===== src/rtl/fir_out_stream_pkg.sv =====
// Shared types and defaults for the FIR output stage: sample entry layout,
// output-register state encoding and a width helper.
package fir_out_stream_pkg;

    localparam int FIR_SAMPLE_W  = 16;
    localparam int FIR_OUT_DEPTH = 32;

    typedef struct packed {
        logic [FIR_SAMPLE_W-1:0] data;
        logic                    last;
    } fir_entry_t;

    typedef enum logic {
        ST_EMPTY = 1'b0,
        ST_HOLD  = 1'b1
    } out_state_t;

    // Width of a counter covering FIFO entries plus the output register.
    function automatic int fir_level_w(input int depth);
        return $clog2(depth) + 2;
    endfunction

endpackage


===== src/rtl/fir_out_stream_if.sv =====
// Sample stream in from the FIR datapath and valid/ready stream out.
// master = the side driving samples and out_ready, slave = the buffer.
interface fir_out_stream_if #(
    parameter int DATA_W = 16
);
    logic              in_valid;
    logic [DATA_W-1:0] in_data;
    logic              in_last;
    logic              in_ready;
    logic              out_valid;
    logic [DATA_W-1:0] out_data;
    logic              out_last;
    logic              out_ready;

    modport master (
        output in_valid, in_data, in_last, out_ready,
        input  in_ready, out_valid, out_data, out_last
    );

    modport slave (
        input  in_valid, in_data, in_last, out_ready,
        output in_ready, out_valid, out_data, out_last
    );
endinterface


===== src/rtl/fir_out_stream_fifo.sv =====
// Synchronous circular-buffer FIFO. The read port is registered and only
// advances on pop, so rd_data doubles as the stream output register.
module fir_out_stream_fifo #(
    parameter int DEPTH = 32,
    parameter int WIDTH = 17
) (
    input  logic                     clk,
    input  logic                     rst,
    input  logic                     flush,
    input  logic                     push,
    input  logic [WIDTH-1:0]         wr_data,
    input  logic                     pop,
    output logic [WIDTH-1:0]         rd_data,
    output logic                     full,
    output logic                     empty,
    output logic [$clog2(DEPTH):0]   count,
    output logic [$clog2(DEPTH):0]   count_next
);
    localparam int AW = $clog2(DEPTH);

    logic [WIDTH-1:0] mem [DEPTH];
    logic [AW-1:0]    wr_ptr_reg;
    logic [AW-1:0]    rd_ptr_reg;
    logic [AW:0]      count_reg;
    logic [WIDTH-1:0] rd_data_reg;
    logic             wr_en;
    logic             rd_en;

    assign full  = (count_reg == (AW+1)'(DEPTH));
    assign empty = (count_reg == '0);
    assign count = count_reg;
    assign rd_data = rd_data_reg;

    // A write into a full buffer is allowed when the head leaves in the same cycle.
    assign wr_en = push && !flush && (!full || pop);
    assign rd_en = pop && !flush && !empty;

    always_comb begin
        count_next = count_reg;
        if (flush) begin
            count_next = '0;
        end else if (wr_en && !rd_en) begin
            count_next = count_reg + 1'b1;
        end else if (!wr_en && rd_en) begin
            count_next = count_reg - 1'b1;
        end
    end

    always_ff @(posedge clk) begin
        if (wr_en) begin
            mem[wr_ptr_reg] <= wr_data;
        end
    end

    always_ff @(posedge clk) begin
        if (rst) begin
            wr_ptr_reg  <= '0;
            rd_ptr_reg  <= '0;
            count_reg   <= '0;
            rd_data_reg <= '0;
        end else begin
            count_reg <= count_next;
            if (flush) begin
                wr_ptr_reg <= '0;
                rd_ptr_reg <= '0;
            end else begin
                if (wr_en) begin
                    wr_ptr_reg <= wr_ptr_reg + 1'b1;
                end
                if (rd_en) begin
                    rd_ptr_reg  <= rd_ptr_reg + 1'b1;
                    rd_data_reg <= mem[rd_ptr_reg];
                end
            end
        end
    end

endmodule


===== src/rtl/fir_out_stream.sv =====
// Output buffer between the FIR datapath and a registered valid/ready stream,
// with per-beat credit return, flush, sticky overflow and packet counting.
module fir_out_stream
    import fir_out_stream_pkg::*;
#(
    parameter int DATA_W   = FIR_SAMPLE_W,
    parameter int DEPTH    = FIR_OUT_DEPTH,
    parameter int HEADROOM = 2,
    parameter int CNT_W    = 16
) (
    input  logic                     clk,
    input  logic                     rst,
    fir_out_stream_if.slave          bus,
    input  logic                     flush,
    output logic                     credit,
    output logic [$clog2(DEPTH)+1:0] level,
    output logic [CNT_W-1:0]         pkt_count,
    output logic                     overflow
);
    localparam int CW = $clog2(DEPTH) + 1;
    localparam int LW = $clog2(DEPTH) + 2;

    out_state_t        state_reg;
    out_state_t        state_next;
    logic              out_valid;
    logic              load;
    logic              xfer;
    logic [DATA_W:0]   fifo_wr;
    logic [DATA_W:0]   fifo_rd;
    logic              fifo_full;
    logic              fifo_empty;
    logic [CW-1:0]     fifo_count;
    logic [CW-1:0]     count_next;
    logic              credit_reg;
    logic [CNT_W-1:0]  pkt_count_reg;
    logic              overflow_reg;
    logic              in_ready_reg;

    assign fifo_wr = {bus.in_data, bus.in_last};

    fir_out_stream_fifo #(
        .DEPTH (DEPTH),
        .WIDTH (DATA_W + 1)
    ) u_fifo (
        .clk        (clk),
        .rst        (rst),
        .flush      (flush),
        .push       (bus.in_valid),
        .wr_data    (fifo_wr),
        .pop        (load),
        .rd_data    (fifo_rd),
        .full       (fifo_full),
        .empty      (fifo_empty),
        .count      (fifo_count),
        .count_next (count_next)
    );

    always_ff @(posedge clk) begin
        if (rst) begin
            state_reg <= ST_EMPTY;
        end else begin
            state_reg <= state_next;
        end
    end

    always_comb begin
        state_next = state_reg;
        if (flush) begin
            state_next = ST_EMPTY;
        end else begin
            case (state_reg)
                ST_EMPTY: if (!fifo_empty) state_next = ST_HOLD;
                ST_HOLD:  if (bus.out_ready && fifo_empty) state_next = ST_EMPTY;
                default:  state_next = ST_EMPTY;
            endcase
        end
    end

    // Loading the output register is the FIFO pop; back-to-back when the sink accepts.
    always_comb begin
        out_valid = (state_reg == ST_HOLD);
        load      = !flush && !fifo_empty && (!out_valid || bus.out_ready);
        xfer      = !flush && out_valid && bus.out_ready;
    end

    always_ff @(posedge clk) begin
        if (rst) begin
            credit_reg    <= 1'b0;
            pkt_count_reg <= '0;
            overflow_reg  <= 1'b0;
            in_ready_reg  <= 1'b1;
        end else begin
            credit_reg   <= xfer;
            in_ready_reg <= (DEPTH - int'(count_next)) > HEADROOM;
            if (xfer && fifo_rd[0]) begin
                pkt_count_reg <= pkt_count_reg + 1'b1;
            end
            if (flush) begin
                overflow_reg <= 1'b0;
            end else if (bus.in_valid && fifo_full && !load) begin
                overflow_reg <= 1'b1;
            end
        end
    end

    assign bus.out_valid = out_valid;
    assign bus.out_data  = fifo_rd[DATA_W:1];
    assign bus.out_last  = fifo_rd[0];
    assign bus.in_ready  = in_ready_reg;
    assign credit        = credit_reg;
    assign pkt_count     = pkt_count_reg;
    assign overflow      = overflow_reg;
    assign level         = LW'(fifo_count) + LW'(out_valid);

endmodule

===== src/flat_wrapper.sv =====
// flat-port wrapper written by rule: the top's interface ports become plain ports
module fir_out_stream_flat import fir_out_stream_pkg::*;
#(
    parameter int DATA_W   = FIR_SAMPLE_W,
    parameter int DEPTH    = FIR_OUT_DEPTH,
    parameter int HEADROOM = 2,
    parameter int CNT_W    = 16
)
  (clk, rst, flush, credit, level, pkt_count, overflow, bus_in_valid, bus_in_data, bus_in_last, bus_out_ready, bus_in_ready, bus_out_valid, bus_out_data, bus_out_last);
  fir_out_stream_if #(.DATA_W(DATA_W)) bus_i ();
  input  logic clk;
  input  logic rst;
  input  logic flush;
  output logic credit;
  output logic [$clog2(DEPTH)+1:0] level;
  output logic [CNT_W-1:0] pkt_count;
  output logic overflow;
  input wire logic [$bits(bus_i.in_valid)-1:0] bus_in_valid;
  input wire logic [$bits(bus_i.in_data)-1:0] bus_in_data;
  input wire logic [$bits(bus_i.in_last)-1:0] bus_in_last;
  input wire logic [$bits(bus_i.out_ready)-1:0] bus_out_ready;
  output wire logic [$bits(bus_i.in_ready)-1:0] bus_in_ready;
  output wire logic [$bits(bus_i.out_valid)-1:0] bus_out_valid;
  output wire logic [$bits(bus_i.out_data)-1:0] bus_out_data;
  output wire logic [$bits(bus_i.out_last)-1:0] bus_out_last;
  assign bus_i.in_valid = bus_in_valid;
  assign bus_i.in_data = bus_in_data;
  assign bus_i.in_last = bus_in_last;
  assign bus_i.out_ready = bus_out_ready;
  assign bus_in_ready = bus_i.in_ready;
  assign bus_out_valid = bus_i.out_valid;
  assign bus_out_data = bus_i.out_data;
  assign bus_out_last = bus_i.out_last;
  fir_out_stream #(.DATA_W(DATA_W), .DEPTH(DEPTH), .HEADROOM(HEADROOM), .CNT_W(CNT_W)) u_core (.clk(clk), .rst(rst), .bus(bus_i), .flush(flush), .credit(credit), .level(level), .pkt_count(pkt_count), .overflow(overflow));
endmodule

===== config.mk =====
export PLATFORM = sky130hd
export DESIGN_NAME = fir_out_stream_flat
export DESIGN_NICKNAME = d
export VERILOG_FILES = /design/src/rtl/fir_out_stream_pkg.sv /design/src/rtl/fir_out_stream_if.sv /design/src/rtl/fir_out_stream_fifo.sv /design/src/rtl/fir_out_stream.sv /design/src/flat_wrapper.sv
export SDC_FILE = /design/constraint.sdc
export NUM_CORES = 1
export LEC_CHECK = 0
export CAP_MARGIN = 10
export CORE_MARGIN = 4
export CORE_UTILIZATION = 36
export CTS_CLUSTER_DIAMETER = 120
export DETAILED_ROUTE_END_ITERATION = 16
export MAX_ROUTING_LAYER = met4
export PLACE_DENSITY_LB_ADDON = 0.1
export SLEW_MARGIN = 20
export SYNTH_ARGS = -nofsm -noshare
export SYNTH_HDL_FRONTEND = slang
export SYNTH_SLANG_ARGS = --single-unit

===== constraint.sdc =====
create_clock -name clk -period 7.9 [get_ports clk]
set_input_delay 0.79 -clock clk [delete_from_list [all_inputs] [get_ports clk]]
set_output_delay 0.79 -clock clk [all_outputs]
set_load 0.01 [all_outputs]

# Word level (Yosys, flattened, before mapping)
# Memories as Yosys holds them, arrays and structs flattened. A register that Yosys moved wholly into a read port is not among the register bits.
# Cells that the tools add are included.
# totals
ff_bits,36
latchBits,0
mem_bits_rw,544
rom_bits,0
input_bits,22
out_inout_bits,44
n_memories,1
# op_classes
add_sub_neg,7
multipliers,0
div_mod_pow,0
n_lt_le_gt_ge,1
n_eq_ne,1
n_shift,0
muxes,8
bitwise_logic,2
reduce_logical,26
# memory_table
name,words,word_bits,read_ports,rd_clocked_by_memory_dff,write_ports,line,text
u_core.u_fifo.mem,32,17,1,1,1,fir_out_stream_fifo.sv:21,logic [WIDTH-1:0] mem [DEPTH];
# ops
operator,count
$gt A32 B3 Y1 const B,1
$mux W6,3
$add A16 B1 Y16 const B,1
$logic_and A1 B1 Y1,14
$add A5 B1 Y5 const B,2
$add A6 B1 Y7,1
$logic_not A1 Y1,7
$sub A6 B6 Y7 const A,1
$add A6 B1 Y6 const B,1
$eq A6 B6 Y1 const B,1
$logic_not A6 Y1,1
$sub A6 B1 Y6 const B,1
$mux W1,4
$logic_or A1 B1 Y1,2
$not A1 Y1,2
$pmux W1 S2,1
$reduce_and A2 Y1,1
$reduce_or A2 Y1,1

# Longest topological paths before layout
# logic_depth
depth_word,13
depth_mapped,11
ltp_nobuf,11

# By module
# A second synthesis with hierarchy kept.
# hier_totals
cells_unflattened,1217
area_unflattened_um2,23445.0
# by_module_without_submodules
module,instances,cells_per_inst,area_per_inst_um2,seq_area_each_um2
fir_out_stream_fifo,1,1093,22389.0,16996.3
fir_out_stream,1,124,1056.0,400.4

# Worst setup path after synthesis
# No wires, ideal clock.
# synth_timing
path_type,input-to-reg
from,input port bus_in_valid
to,"memory u_core.u_fifo.mem[23][0], enable pin"
arrival_time_ns,2.532
t_required_ns,7.510
setup_slack_ns,4.978
stages,5
path_buffers,1
path_cell_list,buf_2 -> inv_1 -> a311oi_2 -> nand2_1 -> nor2_1
# synth_between
elab_chain_cells,4
# synth_rtl
element,line,text
from (decl),flat_wrapper.sv:18,input wire logic [$bits(bus_i.in_valid)-1:0] bus_in_valid;
$logic_and A1 B1 Y1 (2 in a row),fir_out_stream_fifo.sv:35,assign wr_en = push && !flush && (!full || pop);
$mux W1,fir_out_stream_fifo.sv:50,if (wr_en) begin
$mux W1 (implied by the code),fir_out_stream_fifo.sv:51,mem[wr_ptr_reg] <= wr_data;
to (decl),fir_out_stream_fifo.sv:21,
# Every way passes these cells.

# Worst setup path after layout
# layout_timing
from,input port flush
to,"memory u_core.u_fifo.mem[15][13], enable pin"
# layout_between
elab_chain_cells,7
word_cells_on_any_way,8
classes_between,mux: 2; reduce/logical: 6
# layout_rtl
element,line,text
from (decl),flat_wrapper.sv:13,input logic flush;
$logic_not A1 Y1 *,"fir_out_stream_fifo.sv:35, fir_out_stream.sv:82",
$logic_and A1 B1 Y1 (2 in a row),fir_out_stream.sv:82,load = !flush && !fifo_empty && (!out_valid || bus.out_ready);
$logic_or A1 B1 Y1,fir_out_stream_fifo.sv:35,
$logic_and A1 B1 Y1 *,fir_out_stream_fifo.sv:35,
$mux W1 *,fir_out_stream_fifo.sv:50,
$mux W1 (implied by the code) *,fir_out_stream_fifo.sv:51,
# Every way passes the cells marked *; elsewhere a longest branch is shown, timed or not.

==> impl_metrics.tcl <==
set metrics [dict create \
    dp_slack_ns 3.47 \
    die_x_um 262 \
    cts_buffer_depth 3 \
    firstDrtPassIters 5 \
    r2r_slack_ns 4.06 \
    tns_ns 0 \
    stdcell_count 2088 \
    outcome "finished clean" \
    clock_latency_ns 0.60 \
    path_class "primary input to flip-flop" \
    largest_reg_flops 544 \
    dp_hpwl_um 34400 \
    period_minus_slack_ns 3.85 \
    cts.sinks 597 \
    timing.fmax_mhz 260 \
    ir_drop_mv 0.119 \
    ys_types 52 \
    power_per_cell_area_nw_per_um2 246 \
    io_pins 66 \
    synth_seq_area_share 0.750 \
    synthCells 1101 \
    critPathMaxFanout 17 \
    cts_setup_buffers 0 \
    worstHoldStart "u_core.u_fifo.rd_data[7]" \
    synth-edff-count 544 \
    period_share 0.487 \
    drc 0 \
    drive_gt1_frac 0.270 \
    synth_fp_nets 1134 \
    ys.flop_type "edfxtp_1" \
    initial_core_util 0.366 \
    cap_viol_max_count 0 \
    ys_ff_latch 597 \
    dpl-instance-area_um2 24800 \
    whs_ns 0.501 \
    leakagePower_nw 7.97 \
    grt_pass1_wl_um 82500 \
    die-area_um2 68500 \
    start_kind "primary input" \
    vias 11000 \
    tightest_slew_ns 1.06 \
    syn_avg_cell_area_um2 21.1 \
    clk_pin_slew_ns 0.06 \
    hp-class "flip-flop to flip-flop" \
    avgViaCountPerCell 5.26 \
    synthToLayoutAreaGrowth_pct 16.0 \
    antenna_cells 0 \
    port_buffers 65 \
    fin_util 0.424 \
    p_total_mw 6.63 \
    core_um2 63400 \
    finalWeightedCongestion 0.757 \
    rows 92 \
    hold_viol_final 0 \
    drt-total-wl_um 57500 \
    antenna_found_initial 9 \
    grt_overflow_total 0 \
    postRouteAntennaNets 0 \
    clock_skew_ns 0.0156 \
    nFillCells 5473 \
    setup_viol 0 \
    cp-end-kind "flip-flop" \
    yosys_warnings 0 \
    hold_buffers 0 \
    htreeDepth 3 \
    numCtsBuffers 66 \
    relSlewSlack 0.295 \
    grt_max_degree 84 \
    r2r_start "u_core.u_fifo.count[1]" \
    final_nets 1223 \
    fin_ws_ns 4.05 \
    required_ns 8.12 \
    die_h_um 262 \
    clock-root-buffer "clkbuf_16" \
    placedCellCount 1968 \
    final_area_um2 26900 \
    drtIter0Drc 879 \
    wl_per_cell_um 27.6 \
    grt_use_total 0.175 \
    cts_tree "yes" \
    cts_resized 0 \
    crit_arrival_ns 4.07 \
    async_flop_share 0 \
    critical_path.startpoint "flush" \
    grt_pass1_vias 11400 \
    synth_area_um2 23200 \
    rsz0062_at_grt "false" \
    slew_viol_final 0 \
]
-- cell usage after synthesis, types with 3 or more instances --
master    count  area (um2)
a211oi_1     18         135
or3_1         3        18.8
dfxtp_1      53        1060
nand3_1       8        40.0
o21ai_0       4        20.0
xnor2_1      11        96.3
inv_1         7        26.3
buf_1         8        30.0
nand2_1      26        97.6
xor2_1       18         158
clkbuf_1     31         116
or2_2         4        25.0
ha_1         11         138
mux2i_1      20         200
mux4_2      170        3830
nor3_1        5        25.0
buf_2        18        90.1
edfxtp_1    544       16300
nor2_1       90         338
nand4_1       6        37.5
a21oi_1       9        45.0
-- cells in the final DEF, fill, tap and decap left out, types with 4 or more instances in the layout --
master,n
clkinv_1,14
buf_4,15
edfxtp_1,544
inv_6,4
nor2_2,31
clkinv_2,8
or2_2,4
ha_1,11
o21ai_0,4
clkinvlp_4,7
a21oi_1,9
nor3_1,5
nand4_1,6
dfxtp_1,49
xnor2_1,11
clkbuf_1,14
buf_2,9
clkbuf_16,67
mux2i_1,20
clkdlybuf4s50_1,56
mux4_2,170
nand3_1,8
inv_1,7
nand2_1,26
nor2_1,59
a211oi_1,17
bufinv_16,5
xor2_1,18
-- worst paths after layout --
check / endpoint / cells past startpoint
setup / recovery: u_core.u_fifo.mem[15][13] / 5
hold / removal: u_core.u_fifo.rd_data[7] / 2
setup reg to reg: u_core.u_fifo.mem[15][13] / 7
hold reg to reg: u_core.u_fifo.rd_data[7] / 2
-- area by class of cell --
cell class                 instances  area [um2]  area share
clock buffer                      81        1730      0.0643
sequential                       597       17400       0.647
inverter                           8        30.0     0.00112
timing repair buffer              81         738      0.0274
tap                              846        1060      0.0393
multi-input combinational        436        5580       0.208
clock inverter                    39         359      0.0133
-- layer usage --
metal,part of all wire,GRT usage
met3,0.060,0.0349
met2,0.44,0.249
met1,0.48,0.258
met4,0.024,0.0541
met5,0,-
-- power breakdown --
group	switching, mW	internal, mW	total [mW]
Combinational	0.127	0.0653	0.193
Clock	1.24	1.73	2.97
Sequential	0.00952	3.45	3.46
Total	1.38	5.25	6.63
-- kinds of logic after synthesis --
group,Yosys count,share of synthesized area
flip-flops,597,0.750
AND/OR/NAND/NOR,160,0.0317
AO/OA/AOI/OAI,46,0.0146
buffers and inverters,68,0.0128
XOR/XNOR,29,0.0110
adder cells (fa/ha/maj),11,0.00594
multiplexers,190,0.174
-- worst max-delay path: stages --
cell	delay [ns]
clkdlybuf4s50_1	0.71
a311oi_2	0.72
nand2_1	0.70
or2_2	0.53
inv_1	0.60
(Power assumes the default switching activity.)
